`src/rtl/uart_pkg.sv`:
```
// Shared types and helpers for the 8N1 UART transmitter.
//   uart_tx_st_t : transmit FSM state encoding
//   UART_DATA_BITS / UART_FRAME_BITS : data bits per frame / start+data+stop
//   uart_div()   : rounded clock divisor for a given clock and baud rate
package uart_pkg;

   typedef enum logic [1:0] {
      ST_IDLE  = 2'd0,
      ST_START = 2'd1,
      ST_DATA  = 2'd2,
      ST_STOP  = 2'd3
   } uart_tx_st_t;

   localparam int UART_DATA_BITS  = 8;
   localparam int UART_FRAME_BITS = 10;

   // Round to nearest so the bit period error is at most half a clock.
   function automatic int uart_div(input longint clk_hz, input longint baud);
      return int'((clk_hz + (baud / 64'sd2)) / baud);
   endfunction

endpackage

```
`src/rtl/uart_tx_ctrl_if.sv`:
```
// Byte handshake between a producer (master) and the UART transmitter (slave).
//   tx_data  : byte to send
//   tx_valid : tx_data valid
//   tx_ready : transmitter can accept; transfer on an edge with valid && ready
interface uart_tx_ctrl_if;
   import uart_pkg::*;

   logic [UART_DATA_BITS-1:0] tx_data;
   logic                      tx_valid;
   logic                      tx_ready;

   modport master (output tx_data, output tx_valid, input tx_ready);
   modport slave  (input tx_data, input tx_valid, output tx_ready);
endinterface

```
`src/rtl/uart_sync_fifo.sv`:
```
// Synchronous FIFO with separately tracked occupancy.
//   clk, rst_n   : clock, synchronous active-low reset
//   push, wdata  : write request/data (ignored when full, even with a pop)
//   pop, rdata   : read request; rdata is the head entry, combinational
//   full, empty  : occupancy flags decoded from the registered level
//   level        : entries held, 0..D
module uart_sync_fifo #(
   parameter int W = 8,
   parameter int D = 16
) (
   input  logic                 clk,
   input  logic                 rst_n,
   input  logic                 push,
   input  logic [W-1:0]         wdata,
   input  logic                 pop,
   output logic [W-1:0]         rdata,
   output logic                 full,
   output logic                 empty,
   output logic [$clog2(D):0]   level
);
   localparam int AW = $clog2(D);
   localparam int LW = AW + 1;

   if ((D < 2) || ((D & (D - 1)) != 0)) begin : g_bad_depth
      $error("uart_sync_fifo: D must be a power of 2 and >= 2");
   end

   logic [W-1:0]  mem_q [D];
   logic [AW-1:0] wr_ptr_q, wr_ptr_d;
   logic [AW-1:0] rd_ptr_q, rd_ptr_d;
   logic [LW-1:0] level_q, level_d;
   logic          push_ok_s, pop_ok_s;

   assign full  = (level_q == LW'(D));
   assign empty = (level_q == {LW{1'b0}});
   assign level = level_q;
   assign rdata = mem_q[rd_ptr_q];

   // Pointer and occupancy next-state; pointers wrap naturally at D.
   always_comb begin
      push_ok_s = push && !full;
      pop_ok_s  = pop && !empty;
      wr_ptr_d  = wr_ptr_q;
      rd_ptr_d  = rd_ptr_q;
      level_d   = level_q;
      if (push_ok_s) begin
         wr_ptr_d = wr_ptr_q + {{(AW-1){1'b0}}, 1'b1};
      end else begin
         wr_ptr_d = wr_ptr_q;
      end
      if (pop_ok_s) begin
         rd_ptr_d = rd_ptr_q + {{(AW-1){1'b0}}, 1'b1};
      end else begin
         rd_ptr_d = rd_ptr_q;
      end
      case ({push_ok_s, pop_ok_s})
         2'b10:   level_d = level_q + {{(LW-1){1'b0}}, 1'b1};
         2'b01:   level_d = level_q - {{(LW-1){1'b0}}, 1'b1};
         default: level_d = level_q;
      endcase
   end

   // Control registers.
   always_ff @(posedge clk) begin
      if (!rst_n) begin
         wr_ptr_q <= {AW{1'b0}};
         rd_ptr_q <= {AW{1'b0}};
         level_q  <= {LW{1'b0}};
      end else begin
         wr_ptr_q <= wr_ptr_d;
         rd_ptr_q <= rd_ptr_d;
         level_q  <= level_d;
      end
   end

   // Storage array; contents are don't-care until written, so no reset.
   always_ff @(posedge clk) begin
      if (push_ok_s) begin
         mem_q[wr_ptr_q] <= wdata;
      end
   end

endmodule

```
`src/rtl/uart_tx_ctrl.sv`:
```
// 8N1 UART transmitter with input byte FIFO, LSB first, fixed baud rate.
//   sys_clk, sys_rst_n : clock, synchronous active-low reset
//   bus (slave)        : tx_data/tx_valid/tx_ready byte handshake
//   txd                : serial line, registered, idle high
//   busy               : frame in progress or bytes queued
//   fifo_level         : FIFO occupancy, 0..P_FIFO_DEPTH
module uart_tx_ctrl
   import uart_pkg::*;
#(
   parameter int P_CLK_HZ     = 50_000_000,
   parameter int P_BAUD       = 115_200,
   parameter int P_FIFO_DEPTH = 16
) (
   input  logic                          sys_clk,
   input  logic                          sys_rst_n,
   uart_tx_ctrl_if.slave                 bus,
   output logic                          txd,
   output logic                          busy,
   output logic [$clog2(P_FIFO_DEPTH):0] fifo_level
);
   localparam int P_DIV = uart_div(64'(P_CLK_HZ), 64'(P_BAUD));
   localparam int BW    = (P_DIV < 2) ? 1 : $clog2(P_DIV);
   localparam logic [BW-1:0] DIV_LAST = BW'(P_DIV - 1);
   localparam logic [2:0]    BIT_LAST = 3'(UART_DATA_BITS - 1);

   if (P_DIV < 2) begin : g_bad_div
      $error("uart_tx_ctrl: clock divisor must be at least 2");
   end

   uart_tx_st_t               state_q, state_d;
   logic [BW-1:0]             baud_cnt_q, baud_cnt_d;
   logic [2:0]                bit_cnt_q, bit_cnt_d;
   logic [UART_DATA_BITS-1:0] shift_q, shift_d;
   logic                      txd_q, txd_d;
   logic                      busy_q, busy_d;
   logic                      pop_s, full_s, empty_s, baud_last_s;
   logic [UART_DATA_BITS-1:0] rd_data_s;

   uart_sync_fifo #(.W(UART_DATA_BITS), .D(P_FIFO_DEPTH)) u_fifo (
      .clk   (sys_clk),
      .rst_n (sys_rst_n),
      .push  (bus.tx_valid),
      .wdata (bus.tx_data),
      .pop   (pop_s),
      .rdata (rd_data_s),
      .full  (full_s),
      .empty (empty_s),
      .level (fifo_level)
   );

   assign bus.tx_ready = !full_s;
   assign txd          = txd_q;
   assign busy         = busy_q;
   assign baud_last_s  = (baud_cnt_q == DIV_LAST);

   // FSM next-state; a pop loads shift_q on the same edge because the FIFO head is combinational.
   always_comb begin
      state_d    = state_q;
      baud_cnt_d = baud_cnt_q;
      bit_cnt_d  = bit_cnt_q;
      shift_d    = shift_q;
      pop_s      = 1'b0;
      case (state_q)
         ST_IDLE: begin
            baud_cnt_d = {BW{1'b0}};
            bit_cnt_d  = 3'd0;
            if (!empty_s) begin
               pop_s   = 1'b1;
               shift_d = rd_data_s;
               state_d = ST_START;
            end else begin
               state_d = ST_IDLE;
            end
         end
         ST_START: begin
            if (baud_last_s) begin
               baud_cnt_d = {BW{1'b0}};
               bit_cnt_d  = 3'd0;
               state_d    = ST_DATA;
            end else begin
               baud_cnt_d = baud_cnt_q + {{(BW-1){1'b0}}, 1'b1};
            end
         end
         ST_DATA: begin
            if (baud_last_s) begin
               baud_cnt_d = {BW{1'b0}};
               shift_d    = {1'b0, shift_q[UART_DATA_BITS-1:1]};
               bit_cnt_d  = bit_cnt_q + 3'd1;
               if (bit_cnt_q == BIT_LAST) begin
                  state_d = ST_STOP;
               end else begin
                  state_d = ST_DATA;
               end
            end else begin
               baud_cnt_d = baud_cnt_q + {{(BW-1){1'b0}}, 1'b1};
            end
         end
         ST_STOP: begin
            if (baud_last_s) begin
               baud_cnt_d = {BW{1'b0}};
               // Chain straight into the next frame so there is no idle gap.
               if (!empty_s) begin
                  pop_s   = 1'b1;
                  shift_d = rd_data_s;
                  state_d = ST_START;
               end else begin
                  state_d = ST_IDLE;
               end
            end else begin
               baud_cnt_d = baud_cnt_q + {{(BW-1){1'b0}}, 1'b1};
            end
         end
         default: begin
            state_d    = ST_IDLE;
            baud_cnt_d = {BW{1'b0}};
            bit_cnt_d  = 3'd0;
         end
      endcase
   end

   // Line and busy are decoded from the current state and registered, so both trail the FSM by one cycle.
   always_comb begin
      case (state_q)
         ST_START: txd_d = 1'b0;
         ST_DATA:  txd_d = shift_q[0];
         default:  txd_d = 1'b1;
      endcase
      busy_d = (state_q != ST_IDLE) || (fifo_level != '0);
   end

   // State and datapath registers.
   always_ff @(posedge sys_clk) begin
      if (!sys_rst_n) begin
         state_q    <= ST_IDLE;
         baud_cnt_q <= {BW{1'b0}};
         bit_cnt_q  <= 3'd0;
         shift_q    <= {UART_DATA_BITS{1'b0}};
         txd_q      <= 1'b1;
         busy_q     <= 1'b0;
      end else begin
         state_q    <= state_d;
         baud_cnt_q <= baud_cnt_d;
         bit_cnt_q  <= bit_cnt_d;
         shift_q    <= shift_d;
         txd_q      <= txd_d;
         busy_q     <= busy_d;
      end
   end

endmodule

```
`src/flat_wrapper.sv`:
```
// flat-port wrapper written by rule: the top's interface ports become plain ports
module uart_tx_ctrl_flat import uart_pkg::*;
#(
   parameter int P_CLK_HZ     = 50_000_000,
   parameter int P_BAUD       = 115_200,
   parameter int P_FIFO_DEPTH = 16
)
  (sys_clk, sys_rst_n, txd, busy, fifo_level, bus_tx_data, bus_tx_valid, bus_tx_ready);
  uart_tx_ctrl_if bus_i ();
  input  logic sys_clk;
  input  logic sys_rst_n;
  output logic txd;
  output logic busy;
  output logic [$clog2(P_FIFO_DEPTH):0] fifo_level;
  input wire logic [$bits(bus_i.tx_data)-1:0] bus_tx_data;
  input wire logic [$bits(bus_i.tx_valid)-1:0] bus_tx_valid;
  output wire logic [$bits(bus_i.tx_ready)-1:0] bus_tx_ready;
  assign bus_i.tx_data = bus_tx_data;
  assign bus_i.tx_valid = bus_tx_valid;
  assign bus_tx_ready = bus_i.tx_ready;
  uart_tx_ctrl #(.P_CLK_HZ(P_CLK_HZ), .P_BAUD(P_BAUD), .P_FIFO_DEPTH(P_FIFO_DEPTH)) u_core (.sys_clk(sys_clk), .sys_rst_n(sys_rst_n), .bus(bus_i), .txd(txd), .busy(busy), .fifo_level(fifo_level));
endmodule
```
`config.mk`:
```
export PLATFORM = sky130hd
export DESIGN_NAME = uart_tx_ctrl_flat
export DESIGN_NICKNAME = d
export VERILOG_FILES = /design/src/rtl/uart_pkg.sv /design/src/rtl/uart_tx_ctrl_if.sv /design/src/rtl/uart_sync_fifo.sv /design/src/rtl/uart_tx_ctrl.sv /design/src/flat_wrapper.sv
export SDC_FILE = /design/constraint.sdc
export NUM_CORES = 1
export LEC_CHECK = 0
export CORE_ASPECT_RATIO = 0.5
export CORE_MARGIN = 3
export CORE_UTILIZATION = 61
export DETAILED_ROUTE_END_ITERATION = 10
export PLACE_DENSITY = 0.8
export SYNTH_ARGS = -nofsm -noshare
export SYNTH_HDL_FRONTEND = slang
export SYNTH_SLANG_ARGS = --single-unit
```
`constraint.sdc`:
```
create_clock -name sys_clk -period 3.9 [get_ports sys_clk]
set_input_delay 0.585 -clock sys_clk [delete_from_list [all_inputs] [get_ports sys_clk]]
set_output_delay 0.585 -clock sys_clk [all_outputs]
set_load 0.01 [all_outputs]
```
---- Word-level counts from Yosys, hierarchy flattened ----
Memories as Yosys holds them, arrays and structs flattened. A register that Yosys moved wholly into a read port is not among the register bits.
Index checks and enable logic that the tools add are counted.
word-level totals
  bits in registers ....................... 37
  bits in writable memories ............... 128
  output and inout bits ................... 8
  word-level logic and storage cells ...... 67
  memories ................................ 1
cells by class
  $add $sub $neg .......................... 6
  equality and inequality tests ........... 11
  multiplexer cells ....................... 24
  reduce and logical (&&, ||, !) cells .... 16
memories
  memory               depth  width  rd ports  clocked after Yosys merged registers in  wr ports  RTL line              source
  u_core.u_fifo.mem_q  16     8      1         1                                        1         uart_sync_fifo.sv:28  logic [W-1:0] mem_q [D];
operators by type and width
  cell                   count
  $mux W8                3
  $pmux W8 S3            1
  $pmux W9 S2            1
  $pmux W5 S2            1
  $add A9 B1 Y9 const B  1
  $eq A9 B9 Y1 const B   1
  $mux W9                1
  $pmux W3 S3            1
  $reduce_and A3 Y1      3
  $add A4 B1 Y4 const B  2
  $mux W4                2
  $pmux W2 S4            1
  $eq A2 B2 Y1 const B   3
  $mux W1                6
  $mux W2                3
  $mux W3                2
  $ne A2 B1 Y1 const B   3
  $reduce_bool A3 Y1     2
  $add A5 B1 Y5 const B  1
  $eq A5 B5 Y1 const B   1
  $logic_not A5 Y1       1
  $reduce_bool A5 Y1     1
  $sub A5 B1 Y5 const B  1
  $eq A2 B1 Y1 const B   2
  9 further kinds        13

---- Longest topological paths before layout ----
  depth in word-level cells ............... 7
  mapped depth ............................ 14

---- Cells and area by module ----
From an unflattened synthesis, not the netlist that was laid out.
unflattened totals
  cells, all modules ...................... 465
  area, all modules ....................... 7170.6 µm²
modules (own cells, without submodules)
  module          instances  cells an instance  area an instance (µm²)
  uart_sync_fifo  1          331                5931.9
  uart_tx_ctrl    1          134                1238.7

---- Least setup slack after synthesis ----
OpenSTA, ideal clock, no wires.
  path kind ............................... register -> register
  from .................................... reg u_core.state_q[0]
  to ...................................... reg u_core.u_fifo.level_q[2] (netlist: u_core.u_fifo.level[2])
  setup time .............................. 0.072 ns
  arrival time ............................ 3.028 ns
  slack ................................... 0.800 ns
  stages on the path, launching flop included .. 14
  cell sequence ........................... dfxtp_1 inv_1 ha_1 a21oi_1 and2_1 clkbuf_1 ha_1 clkbuf_1 xor2_1 ha_1 nor3b_1 a221o_1 a211oi_1 mux2i_1
between the ends
  longest elaborated chain between the ends .. 5
  elaborated cells between the ends (all ways) .. 8
ends and longest elaborated chain
  item                                               RTL line              source
  start, declared                                    uart_tx_ctrl.sv:30    uart_tx_st_t state_q, state_d;
  start signal, assigned                             uart_tx_ctrl.sv:141   state_q <= state_d;
  $eq A2 B2 Y1 or $logic_not A2 Y1 (tied branches)   uart_tx_ctrl.sv:63    case (state_q)
  $pmux W1 S2 *                                      uart_tx_ctrl.sv:63
  $logic_and A1 B1 Y1 *                              uart_sync_fifo.sv:42  pop_ok_s = pop && !empty;
  named net u_core.u_fifo.pop_ok_s                   uart_sync_fifo.sv:32  logic push_ok_s, pop_ok_s;
  $eq A2 B1 Y1 or $eq A2 B2 Y1 (tied branches)       uart_sync_fifo.sv:56  case ({push_ok_s, pop_ok_s})
  $pmux W5 S2 or $reduce_bool A2 Y1 (tied branches)  -
  end signal, assigned                               uart_sync_fifo.sv:68  level_q <= {LW{1'b0}};
  end signal, assigned                               uart_sync_fifo.sv:72  level_q <= level_d;
  end, declared                                      uart_sync_fifo.sv:31  logic [LW-1:0] level_q, level_d;
Mark *: on every way through the listed nets, which the timed path passes. The rest lies on a longest branch.
A chain may end at the register's enable or synchronous reset.

---- Worst setup path after layout ----
  from .................................... reg u_core.state_q[0]
  to ...................................... reg u_core.u_fifo.level_q[2] (netlist: u_core.u_fifo.level[2])
between the ends
  longest elaborated chain between the ends .. 5
  elaborated cells between the ends (all ways) .. 8
ends and longest elaborated chain
  item                                               RTL line
  $eq A2 B2 Y1 or $logic_not A2 Y1 (tied branches)   uart_tx_ctrl.sv:63
  $pmux W1 S2 *                                      uart_tx_ctrl.sv:63
  $logic_and A1 B1 Y1 *                              uart_sync_fifo.sv:42
  $eq A2 B1 Y1 or $eq A2 B2 Y1 (tied branches)       uart_sync_fifo.sv:56
  $pmux W5 S2 or $reduce_bool A2 Y1 (tied branches)  -
Mark *: on every way between the ends. The rest lies on a longest branch, timed or not.

==> impl_metrics.toml <==
[route]
drc = 0
drtIter0Drc = 356
wirelength_um = 13900
wl_per_cell_um = 22.9
viasPerCell = 6.38
firstDrtPassIters = 5
vias = 3868
ant_nets = 0

[yosys]
syn_nets = 454
muxShareOfSynthArea = 0.159
synth_area_um2 = 7050
synth-xor-area-share = 0.0186
ys_types = 55
synth_simple_gate_area_frac = 0.0694
synth_seq_area_share = 0.661
synth_seq_cells = 169
synth_top_family_by_area = "multiplexers"
synth_edf_count = 128
synth-compound-area-share = 0.0388
ys_warn_count = 0
synthCells = 427
synthAdderAreaFrac = 0.0284
synthArstFlopShare = 0
avgSynthCellArea_um2 = 16.5
synth_top_flop_cell = "edfxtp_1"

[cells_and_area]
final_area_um2 = 7930
syn2layout_area_growth_pct = 12.4
n_fill_cell = 682
final-seq-area_um2 = 4670
diodes = 0
drive_above_1_share = 0.154
final_nets = 475
multi_input_area_um2 = 2220
layout_commonest_cell = "edfxtp_1"
most-common-layout-cells = "128 x edfxtp_1, 47 x nor2_1, 40 x dfxtp_1"

[setup_path]
crit_arrival_ns = 3.70
path_max_fanout = 12
end_kind = "flop"
worstSetupPathType = "flop to flop"
startpoint_type = "flop"
crit_required_ns = 4.24

[run]
maxCapViolations = 0

[place]
gp_congestion = 0.863
place_area_um2 = 7330
io_buffer_count = 18
dp_slack_ns = 0.470
hpwl_um = 8650

[sta]
setup_ws_ns = 0.540
setup_viol = 0
rsz0062_at_grt = "no"
finalMaxSlewViolations = 0
finalClockSkew_ns = 0.0115
fin_tns_setup_ns = 0
finalCriticalPeriod_ns = 3.36
maxSlewHeadroom = 0.357
finalCritPeriodShare = 0.861
hold_viol_final = 0
max_freq_mhz = 298
tightest_slew_ns = 0.961

[grt]
track_usage = 0.233
grt-ovfl-total = 0
grt_pass1_wl_um = 21600
antenna_found_initial = 0
grt_pass1_vias = 3777
grt_max_degree = 30

[power_and_ir_drop]
p_per_area_nw_per_um2 = 637
ir_drop_v = 0.000317
p_leak_uw = 0.00267

[clock_tree]
htree_levels = 4
clock_path_buffers = 2
cts_tree = "yes"
cts_sinks = 169
cts_buffers = 17
post-cts-setup-buffers = 0
clk_pin_slew_ns = 0.07
post_cts_resized = 0
clock_latency_ns = 0.42
postCtsHoldBufs = 0
ctsRootBufferMaster = "clkbuf_16"

[die]
dieHeight_um = 82.0
die-area_um2 = 13000
io-pin-count = 19
core-area_um2 = 11100
start_util = 0.633
dieWidth_um = 158
core.rowCount = 27

[outcome]
outcome = "completed"

[min_path]
hp-class = "flop to flop"
-- worst paths after layout --
kind                                                      start                                  end  slack (ns)  cells past startpoint
worst max-delay path             u_core.state_q[0]$_SDFFE_PN0P_  u_core.u_fifo.level[2]$_SDFFE_PN0P_        0.54                     11
worst min-delay path            u_core.baud_cnt_q[0]$_SDFF_PP0_      u_core.baud_cnt_q[0]$_SDFF_PP0_        0.48                      1
worst max register to register   u_core.state_q[0]$_SDFFE_PN0P_  u_core.u_fifo.level[2]$_SDFFE_PN0P_        0.54                     11
worst min register to register  u_core.baud_cnt_q[0]$_SDFF_PP0_      u_core.baud_cnt_q[0]$_SDFF_PP0_        0.48                      1
-- sequential cells by signal (all words and copies together), names as in the netlist, named ones only --
register,cells
u_core.txd,1
u_core.baud_cnt_q,9
u_core.bit_cnt_q,3
u_core.busy,1
u_core.u_fifo.wr_ptr_q,4
u_core.state_q,2
u_core.u_fifo.level,5
u_core.u_fifo.mem_q,128
u_core.shift_q,8
u_core.u_fifo.rd_ptr_q,4
-- per-stage QoR --
stage / hold WS, ns / instances / power, uW / util
CTS: 0.475 / 606 / 5080 / 0.711
finish: 0.477 / 606 / 5050 / 0.711
detailed placement: 0.461 / 574 / 3390 / 0.658
global placement: 0.438 / 574 / 3320 / 0.658
global route: 0.498 / 606 / 5280 / 0.711
floorplan: 0.428 / 427 / 3090 / -
-- critical path: stages, from the launching register on --
cell and delay [ns]:
dfxtp_1 0.40, inv_1 0.11, ha_1 0.37, a21oi_1 0.32, and2_1 0.29, ha_1 0.42
xor2_1 0.20, ha_1 0.26, nor3b_1 0.10, a221o_1 0.36, a211oi_1 0.24, mux2i_1 0.23
-- cell families (layout without fill, tap and decap cells) --
logic type,count (synthesis),in the layout
fa+ha+maj,16,16
buf+inv,32,66
compound gates,40,40
simple gates,99,99
flops,169,169
xor+xnor,15,15
mux,56,56
-- layout make-up --
class                      count  area share
sequential                   169       0.588
multi-input combinational    226       0.280
clock buffer                  17      0.0537
timing repair buffer          25      0.0294
tap                          145      0.0229
clock inverter                15      0.0215
inverter                       9     0.00426
-- synth_stat cells (2+ instances only) --
master	n	area (um2)
edfxtp_1	128	3840
nor2_1	47	176
dfxtp_1	41	821
mux4_2	23	518
mux4_1	17	447
ha_1	16	200
mux2i_1	16	160
nand2_1	13	48.8
clkbuf_1	12	45.0
a21oi_1	11	55.1
inv_1	9	33.8
xor2_1	9	78.8
o21ai_0	7	35.0
buf_2	6	30.0
nand3_1	6	30.0
xnor2_1	6	52.6
a211oi_1	5	37.5
nand2b_1	4	25.0
nor3_1	4	20.0
and2_1	3	18.8
nand4_1	3	18.8
or2_2	3	18.8
and3_1	2	12.5
and3b_1	2	17.5
buf_6	2	22.5
nor3b_1	2	15.0
nor4b_1	2	17.5
-- power by group --
group | total [uW] | switching (uW) | internal [uW]
combinational | 1180 | 626 | 558
clock | 1680 | 764 | 917
sequential | 2190 | 123 | 2060
-- per-layer routing --
metal	share of wire	global-route usage	vias to the layer above
met4	0.014	0.0678	0
met1	0.42	0.319	1951
met5	0	0	-
met3	0.087	0.0789	22
li1	-	-	1708
met2	0.48	0.363	187
Power figures use the tool's default switching activity.
